### src/rtl/print_pkg.sv
// Shared definitions for the print sweep scheduler: state encoding,
// parameter defaults and a small state-classification helper.
package print_pkg;

  localparam int HEIGHT_DEF     = 140;
  localparam int MAX_PASSES_DEF = 255;
  localparam int CNT_W_DEF      = 15;

  // ST_ABORT is the abort drain: no new requests, wait for the engine to empty.
  typedef enum logic [2:0] {
    ST_IDLE  = 3'd0,
    ST_ISSUE = 3'd1,
    ST_DRAIN = 3'd2,
    ST_CHECK = 3'd3,
    ST_DONE  = 3'd4,
    ST_ABORT = 3'd5
  } state_e;

  // States in which a job (or its abort drain) is still occupying the engine.
  function automatic logic is_busy_state(state_e s);
    case (s)
      ST_ISSUE, ST_DRAIN, ST_CHECK, ST_ABORT: return 1'b1;
      default:                                return 1'b0;
    endcase
  endfunction

endpackage

### src/rtl/print_sweep_scheduler.sv
// Print sweep scheduler: repeatedly sweeps rows 0..HEIGHT-1 through a row
// engine, accumulating removed cells, until a pass changes nothing or the
// pass limit is reached. All outputs come straight from registers.
module print_sweep_scheduler
  import print_pkg::*;
#(
  parameter int HEIGHT     = HEIGHT_DEF,
  parameter int MAX_PASSES = MAX_PASSES_DEF,
  parameter int CNT_W      = CNT_W_DEF
) (
  input  logic             clk,
  input  logic             rst_n,
  input  logic             start,
  input  logic             abort,
  output logic             eng_valid,
  input  logic             eng_ready,
  output logic [7:0]       eng_row,
  input  logic             rsp_valid,
  input  logic [7:0]       rsp_count,
  input  logic             rsp_changed,
  output logic             busy,
  output logic [7:0]       pass_cnt,
  output logic             finished,
  output logic             timeout,
  output logic [CNT_W-1:0] result
);

  localparam int OUT_W = $clog2(HEIGHT + 1);
  localparam int SUM_W = ((CNT_W > 8) ? CNT_W : 8) + 1;

  state_e           state_q, state_d;
  logic [7:0]       row_q, row_d;
  logic [OUT_W-1:0] out_q, out_d;
  logic [CNT_W-1:0] result_q, result_d;
  logic [7:0]       pass_q, pass_d;
  logic             changed_q, changed_d;
  logic             timeout_q, timeout_d;
  logic             eng_valid_q, busy_q, finished_q;
  logic             acc_s, take_s, count_s;
  logic [SUM_W-1:0] sum_s;

  // Next-state, outstanding tracking and saturating accumulation.
  always_comb begin
    state_d   = state_q;
    row_d     = row_q;
    out_d     = out_q;
    result_d  = result_q;
    pass_d    = pass_q;
    changed_d = changed_q;
    timeout_d = timeout_q;

    acc_s   = eng_valid_q && eng_ready;
    // A response is only meaningful while something is outstanding in a live job.
    take_s  = rsp_valid && (out_q != {OUT_W{1'b0}}) &&
              (state_q inside {ST_ISSUE, ST_DRAIN, ST_CHECK, ST_ABORT});
    // During the abort drain responses retire but their counts are discarded.
    count_s = take_s && (state_q inside {ST_ISSUE, ST_DRAIN});
    sum_s   = SUM_W'(result_q) + SUM_W'(rsp_count);

    if (acc_s && !take_s) begin
      out_d = out_q + {{(OUT_W-1){1'b0}}, 1'b1};
    end else if (!acc_s && take_s) begin
      out_d = out_q - {{(OUT_W-1){1'b0}}, 1'b1};
    end else begin
      out_d = out_q;
    end

    if (count_s) begin
      if (sum_s > SUM_W'({CNT_W{1'b1}})) begin
        result_d = {CNT_W{1'b1}};
      end else begin
        result_d = sum_s[CNT_W-1:0];
      end
      changed_d = changed_q | rsp_changed;
    end else begin
      result_d  = result_q;
      changed_d = changed_q;
    end

    if (acc_s) begin
      row_d = row_q + 8'd1;
    end else begin
      row_d = row_q;
    end

    case (state_q)
      ST_IDLE, ST_DONE: begin
        if (start) begin
          state_d   = ST_ISSUE;
          row_d     = 8'd0;
          out_d     = {OUT_W{1'b0}};
          result_d  = {CNT_W{1'b0}};
          pass_d    = 8'd0;
          changed_d = 1'b0;
          timeout_d = 1'b0;
        end else begin
          state_d = state_q;
        end
      end
      ST_ISSUE: begin
        if (abort) begin
          state_d = ST_ABORT;
        end else if (acc_s && (row_q == 8'(HEIGHT - 1))) begin
          state_d = ST_DRAIN;
        end else begin
          state_d = ST_ISSUE;
        end
      end
      ST_DRAIN: begin
        if (abort) begin
          state_d = ST_ABORT;
        end else if (out_d == {OUT_W{1'b0}}) begin
          state_d = ST_CHECK;
        end else begin
          state_d = ST_DRAIN;
        end
      end
      ST_CHECK: begin
        pass_d = pass_q + 8'd1;
        if (!changed_q) begin
          state_d = ST_DONE;
        end else if (({1'b0, pass_q} + 9'd1) == 9'(MAX_PASSES)) begin
          state_d   = ST_DONE;
          timeout_d = 1'b1;
        end else begin
          state_d   = ST_ISSUE;
          row_d     = 8'd0;
          changed_d = 1'b0;
        end
      end
      ST_ABORT: begin
        if (out_d == {OUT_W{1'b0}}) begin
          state_d = ST_IDLE;
        end else begin
          state_d = ST_ABORT;
        end
      end
      default: begin
        state_d = ST_IDLE;
      end
    endcase
  end

  // State and datapath registers; status outputs registered from the next state.
  always_ff @(posedge clk or negedge rst_n) begin
    if (!rst_n) begin
      state_q     <= ST_IDLE;
      row_q       <= 8'd0;
      out_q       <= {OUT_W{1'b0}};
      result_q    <= {CNT_W{1'b0}};
      pass_q      <= 8'd0;
      changed_q   <= 1'b0;
      timeout_q   <= 1'b0;
      eng_valid_q <= 1'b0;
      busy_q      <= 1'b0;
      finished_q  <= 1'b0;
    end else begin
      state_q     <= state_d;
      row_q       <= row_d;
      out_q       <= out_d;
      result_q    <= result_d;
      pass_q      <= pass_d;
      changed_q   <= changed_d;
      timeout_q   <= timeout_d;
      eng_valid_q <= (state_d == ST_ISSUE);
      busy_q      <= is_busy_state(state_d);
      finished_q  <= (state_d == ST_DONE);
    end
  end

  assign eng_valid = eng_valid_q;
  assign eng_row   = row_q;
  assign busy      = busy_q;
  assign pass_cnt  = pass_q;
  assign finished  = finished_q;
  assign timeout   = timeout_q;
  assign result    = result_q;

endmodule

### config.mk
export PLATFORM = sky130hd
export DESIGN_NAME = print_sweep_scheduler
export DESIGN_NICKNAME = d
export VERILOG_FILES = /design/src/rtl/print_pkg.sv /design/src/rtl/print_sweep_scheduler.sv
export SDC_FILE = /design/constraint.sdc
export NUM_CORES = 1
export LEC_CHECK = 0
export ABC_AREA = 1
export ABC_CLOCK_PERIOD_IN_PS = 6250
export CORE_UTILIZATION = 55
export CTS_CLUSTER_SIZE = 25
export DETAILED_ROUTE_END_ITERATION = 10
export PLACE_DENSITY_LB_ADDON = 0.3
export SYNTH_ARGS = -nofsm -noshare
export SYNTH_HDL_FRONTEND = slang
export SYNTH_SLANG_ARGS = --single-unit
### constraint.sdc
create_clock -name clk -period 6.25 [get_ports clk]
set_input_delay 1.25 -clock clk [delete_from_list [all_inputs] [get_ports clk]]
set_output_delay 1.25 -clock clk [all_outputs]
set_load 0.05 [all_outputs]
# == Word level (Yosys, flattened, before mapping) ==
# Index checks and enable logic that the tools add are counted.
# totals
word_cells,86
regBits,47
# op_classes
n_lt_le_gt_ge,1
mux,34
eq_ne,15
reduce_logical,19
n_addsub,6
bitwise,1
# op_table
cell,n
2-to-1 mux 8 bit,9
2-to-1 mux 15 bit,4
one-hot mux 8 bit (2 select lines),2
adder 8 x 1 -> 8 bit (second input constant),3
2-to-1 mux 3 bit,6
adder 15 x 8 -> 16 bit,1
> comparator 16 x 15 -> 1 bit (second input constant),1
one-hot mux 3 bit (5 select lines),1
== test 3 x 2 -> 1 bit (second input constant),4
== test 3 bit (second input constant),4
adder 8 x 1 -> 9 bit (second input constant),1
== test 9 x 8 -> 1 bit (second input constant),1
2-to-1 mux 1 bit,9
== test 8 bit (second input constant),1
logical NOT 8 bit,1
nonzero test 8 bit,1
subtractor 8 x 1 -> 8 bit (second input constant),1
logical AND 1 bit,7
== test 3 x 1 -> 1 bit (second input constant),2
!= test 2 bit (second input constant),2
one-hot mux 1 bit (2 select lines),2
AND reduction 4 bit,1
nonzero test 2 bit,2
nonzero test 4 bit,1
other kinds (8),9

# == Longest topological paths before layout ==
# logic_depth
word_depth,13
mapped_depth,19
mapped_depth_nobuf,19

# == Worst setup path after synthesis ==
# OpenSTA, ideal clock, no wires.
# synth_path
path_type,input port to flip-flop
from,input port rsp_count[2]
to,register result_q[7] (netlist: result[7])
setup_slack_ns,3.326
setup_time_ns,0.147
t_required_ns,6.103
stages,8
arrival_time_ns,2.777
cell_sequence,ha_1 > a21oi_1 > o21ai_0 > nand2_1 > o2111ai_1 > and3_1 > nor3_1 > a21oi_1
# synth_via
elab_chain_len,6
# synth_lines
item,line_no,source
start: declaration,print_sweep_scheduler.sv:19,"input logic [7:0] rsp_count,"
adder 15 x 8 -> 16 bit (*),print_sweep_scheduler.sv:58,sum_s = SUM_W'(result_q) + SUM_W'(rsp_count);
> comparator 16 x 15 -> 1 bit,print_sweep_scheduler.sv:69,if (sum_s > SUM_W'({CNT_W{1'b1}})) begin
2-to-1 mux 15 bit (*),print_sweep_scheduler.sv:69,
2-to-1 mux 15 bit (*),print_sweep_scheduler.sv:68,if (count_s) begin
2-to-1 mux 15 bit,print_sweep_scheduler.sv:88,if (start) begin
2-to-1 mux 15 bit (*),print_sweep_scheduler.sv:86,case (state_q)
via result_d[7],print_sweep_scheduler.sv:34,"logic [CNT_W-1:0] result_q, result_d;"
end signal: assignment,print_sweep_scheduler.sv:150,result_q <= {CNT_W{1'b0}};
end signal: assignment,print_sweep_scheduler.sv:161,result_q <= result_d;
end: declaration,print_sweep_scheduler.sv:34,
# The timed path passes the listed nets; every way through them passes the cells marked *.
# A chain may end at the register's enable or synchronous reset.

# == Worst setup path after layout ==
# layout_path
from,input port start
to,register row_q[0] (netlist: eng_row[0])
# layout_via
elab_chain_len,2
# layout_lines
item,line_no,source
start: declaration,print_sweep_scheduler.sv:13,"input logic start,"
2-to-1 mux 8 bit,print_sweep_scheduler.sv:88,
one-hot mux 8 bit (2 select lines),print_sweep_scheduler.sv:86,
via row_d[0],print_sweep_scheduler.sv:32,"logic [7:0] row_q, row_d;"
end signal: assignment,print_sweep_scheduler.sv:159,row_q <= row_d;
end: declaration,print_sweep_scheduler.sv:32,
# The timed path passes the listed nets, and every way through them passes these cells.

==> flow_summary.yaml <==
run_status:
  status: "completed"
floorplan:
  die_area_um2: 5870
  die_w_um: 76.6
  core_um2: 5240
  die_height_um: 76.6
  initial_core_util: 0.585
  rows: 26
  ios: 50
clocking:
  htree_num_levels: 2
  clock_path_buffers: 2
  holdBufCountCts: 0
  ctsResizeCount: 0
  clock_latency_ps: 300
  cts_tree: "yes"
  clk_pin_slew_ps: 90
  cts_buffers: 5
  postCtsSetupBuffers: 0
  cts.sinks: 47
  root_buffer: "clkbuf_8"
finish:
  num-nets-final: 479
  syn2layout_area_growth_pct: 20.4
  diodes: 0
  layout-drive-gt1-share: 0.0643
synth:
  yosysTopAreaCell: "dfrtp_1"
  synth.area.top_cells: "dfrtp_1 38%, nand2_1 9.9%, nand3_1 6.2%"
  synth-xor-area-share: 0.0654
  ys.flop_type: "dfrtp_1"
  netlist.area_leader.share: 0.384
  seq_area_frac_synth: 0.384
  synthesis.area_um2: 3060
  ys_ff_latch: 47
  synth_edf_count: 0
  synthAdderAreaFrac: 0.0596
  ys_async_sr_fraction: 1.00
  synth.area.mux_share: 0
  synth-compound-area-share: 0.110
  yosysWarnings: 0
  synthSimpleGateAreaFrac: 0.305
  synth_top_family_by_area: "simple AND/OR/NAND/NOR gates"
  syn_inst: 400
  synth_cell_types: 41
  syn_avg_cell_area_um2: 7.66
  synth_nets: 429
grt:
  top_usage_layer: "met2"
  grt_pass1_wl_um: 11900
  grt-ovfl-total: 0
  antenna_found_initial: 0
  grt_pass1_vias: 2777
  grtUsageMet2: 0.401
  met1_usage: 0.332
  grtUsageTotal: 0.247
  grt_max_degree: 48
  gr-usage-met3: 0.0443
sta:
  rsz0062_at_grt: "false"
  max_slew_margin: 0.322
  finClkSkew_ps: 12.4
  worst_pin_slew_ps: 1020
  fmax_mhz: 281
  drv_slew: 0
  finalSetupViolCount: 0
  fin_crit_sh: 0.569
  period_needed_ps: 3550
  hold_violations: 0
  finalSetupTns_ps: 0
drt:
  first_iter_violations: 190
  drc: 0
  route.detailed.wl_per_inst_um: 12.8
  routed_wirelength_um: 6640
  vias_per_cell: 5.38
  ant_nets: 0
  vias: 2805
  dr.pass1.iters: 4
critical_path:
  crit_path_max_fanout: 16
  cp_data_required_time_ps: 6420
  arrival_ps: 3720
  critPathLaunchType: "input port"
  crit_path_end_kind: "flop"
  regToRegSetupSlack_ps: 3560
  critical_path_class: "in2reg"
min_path:
  hold_class: "reg2reg"
run:
  max-cap-violations: 0
power_and_ir_drop:
  power_mw: 1.44
  p_per_area_nw_per_um2: 392
  p_leak_nw: 1.71
  ir_drop_uv: 170
placed_design:
  place_congestion: 0.908
  dpl.hpwl_um: 5050
  io_buffers: 49
[synth_stat cells, types with 2 or more instances]
| master | n |
|---|---|
| o22ai_1 | 3 |
| nand2_8 | 2 |
| a31oi_1 | 2 |
| xor2_1 | 16 |
| nand3b_1 | 3 |
| nor4_1 | 3 |
| clkbuf_1 | 4 |
| nand4_1 | 6 |
| nand3_1 | 38 |
| nand2_4 | 3 |
| a21oi_1 | 25 |
| nor2_1 | 47 |
| nor3_1 | 5 |
| o21ai_0 | 22 |
| inv_1 | 47 |
| xnor2_1 | 5 |
| nor2_2 | 2 |
| nand2_1 | 81 |
| ha_1 | 13 |
| nand2_2 | 3 |
| inv_2 | 4 |
| dfrtp_1 | 47 |
[routing by layer]
metal | vias up | part of all wire | wire length (µm)
met5 | - | 0 | 0
met4 | 0 | 0.011 | 72
met3 | 9 | 0.048 | 318
met2 | 84 | 0.47 | 3140
met1 | 1296 | 0.47 | 3120
li1 | 1416 | - | -
[critical path: stages]
cell	delay (ps)
clkdlybuf4s50_1	470
inv_1	50
nor2_1	730
inv_1	450
nand2_1	260
a21boi_2	410
nor3b_1	100
[flip-flops by register name, summed over array words and instances (netlist names)]
| name | flops |
|---|---|
| result | 15 |
| out_q | 8 |
| state_q | 3 |
| eng_row | 8 |
| timeout | 1 |
| finished | 1 |
| eng_valid | 1 |
| busy | 1 |
| pass_cnt | 8 |
| changed_q | 1 |
[metrics by stage]
| step | hold slack, ps | setup WS, ps | utilization | cells | cell area (µm²) |
|---|---|---|---|---|---|
| 5_1_grt | 560 | 2420 | 0.704 | 521 | 3690 |
| 6_report | 529 | 2700 | 0.704 | 521 | 3690 |
| 2_1_floorplan | 500 | 3330 | - | 400 | 3060 |
| 3_3_place_gp | 504 | 2470 | 0.688 | 513 | 3600 |
| 3_5_place_dp | 512 | 2380 | 0.688 | 513 | 3600 |
| 4_1_cts | 534 | 2700 | 0.704 | 521 | 3690 |
[cells in the final DEF (no fill, tap or decap), types with 13 or more instances in the layout]
| cell | count |
|---|---|
| ha_1 | 13 |
| dfrtp_1 | 47 |
| inv_1 | 47 |
| nand3_1 | 38 |
| clkdlybuf4s50_1 | 48 |
| nor2_1 | 47 |
| xor2_1 | 16 |
| a21oi_1 | 25 |
| o21ai_0 | 22 |
| nand2_1 | 81 |
[cells by family (layout without fill, tap and decap cells)]
kind of cell	after synthesis	after routing
xor+xnor	22	22
flops	47	47
fa+ha+maj	14	14
compound gates	60	60
simple gates	199	199
buf+inv	58	109
[report_power, final]
part | switching (mW) | total [mW] | internal [mW] | leakage, nW
clock | 0.0989 | 0.177 | 0.0782 | 0.0412
combinational | 0.537 | 0.819 | 0.282 | 1.03
sequential | 0.0749 | 0.449 | 0.374 | 0.631
[final timing paths]
kind                       startpoint          to  cells past startpoint
max                             start  eng_row[0]                      7
min                           timeout     timeout                      2
max reg2reg                  out_q[0]  result[10]                     14
min reg2reg                   timeout     timeout                      2
max in group asynchronous       rst_n    out_q[7]                      1
min in group asynchronous       rst_n   result[3]                      1
[area by class of cell]
class | instances | area (µm²)
inverter | 52 | 200
multi-input combinational | 295 | 1650
timing repair buffer | 49 | 485
sequential | 47 | 1180
fill | 429 | 1550
clock inverter | 2 | 12.5
clock buffer | 6 | 72.6
tap | 70 | 87.6
(Power assumes the default switching activity.)
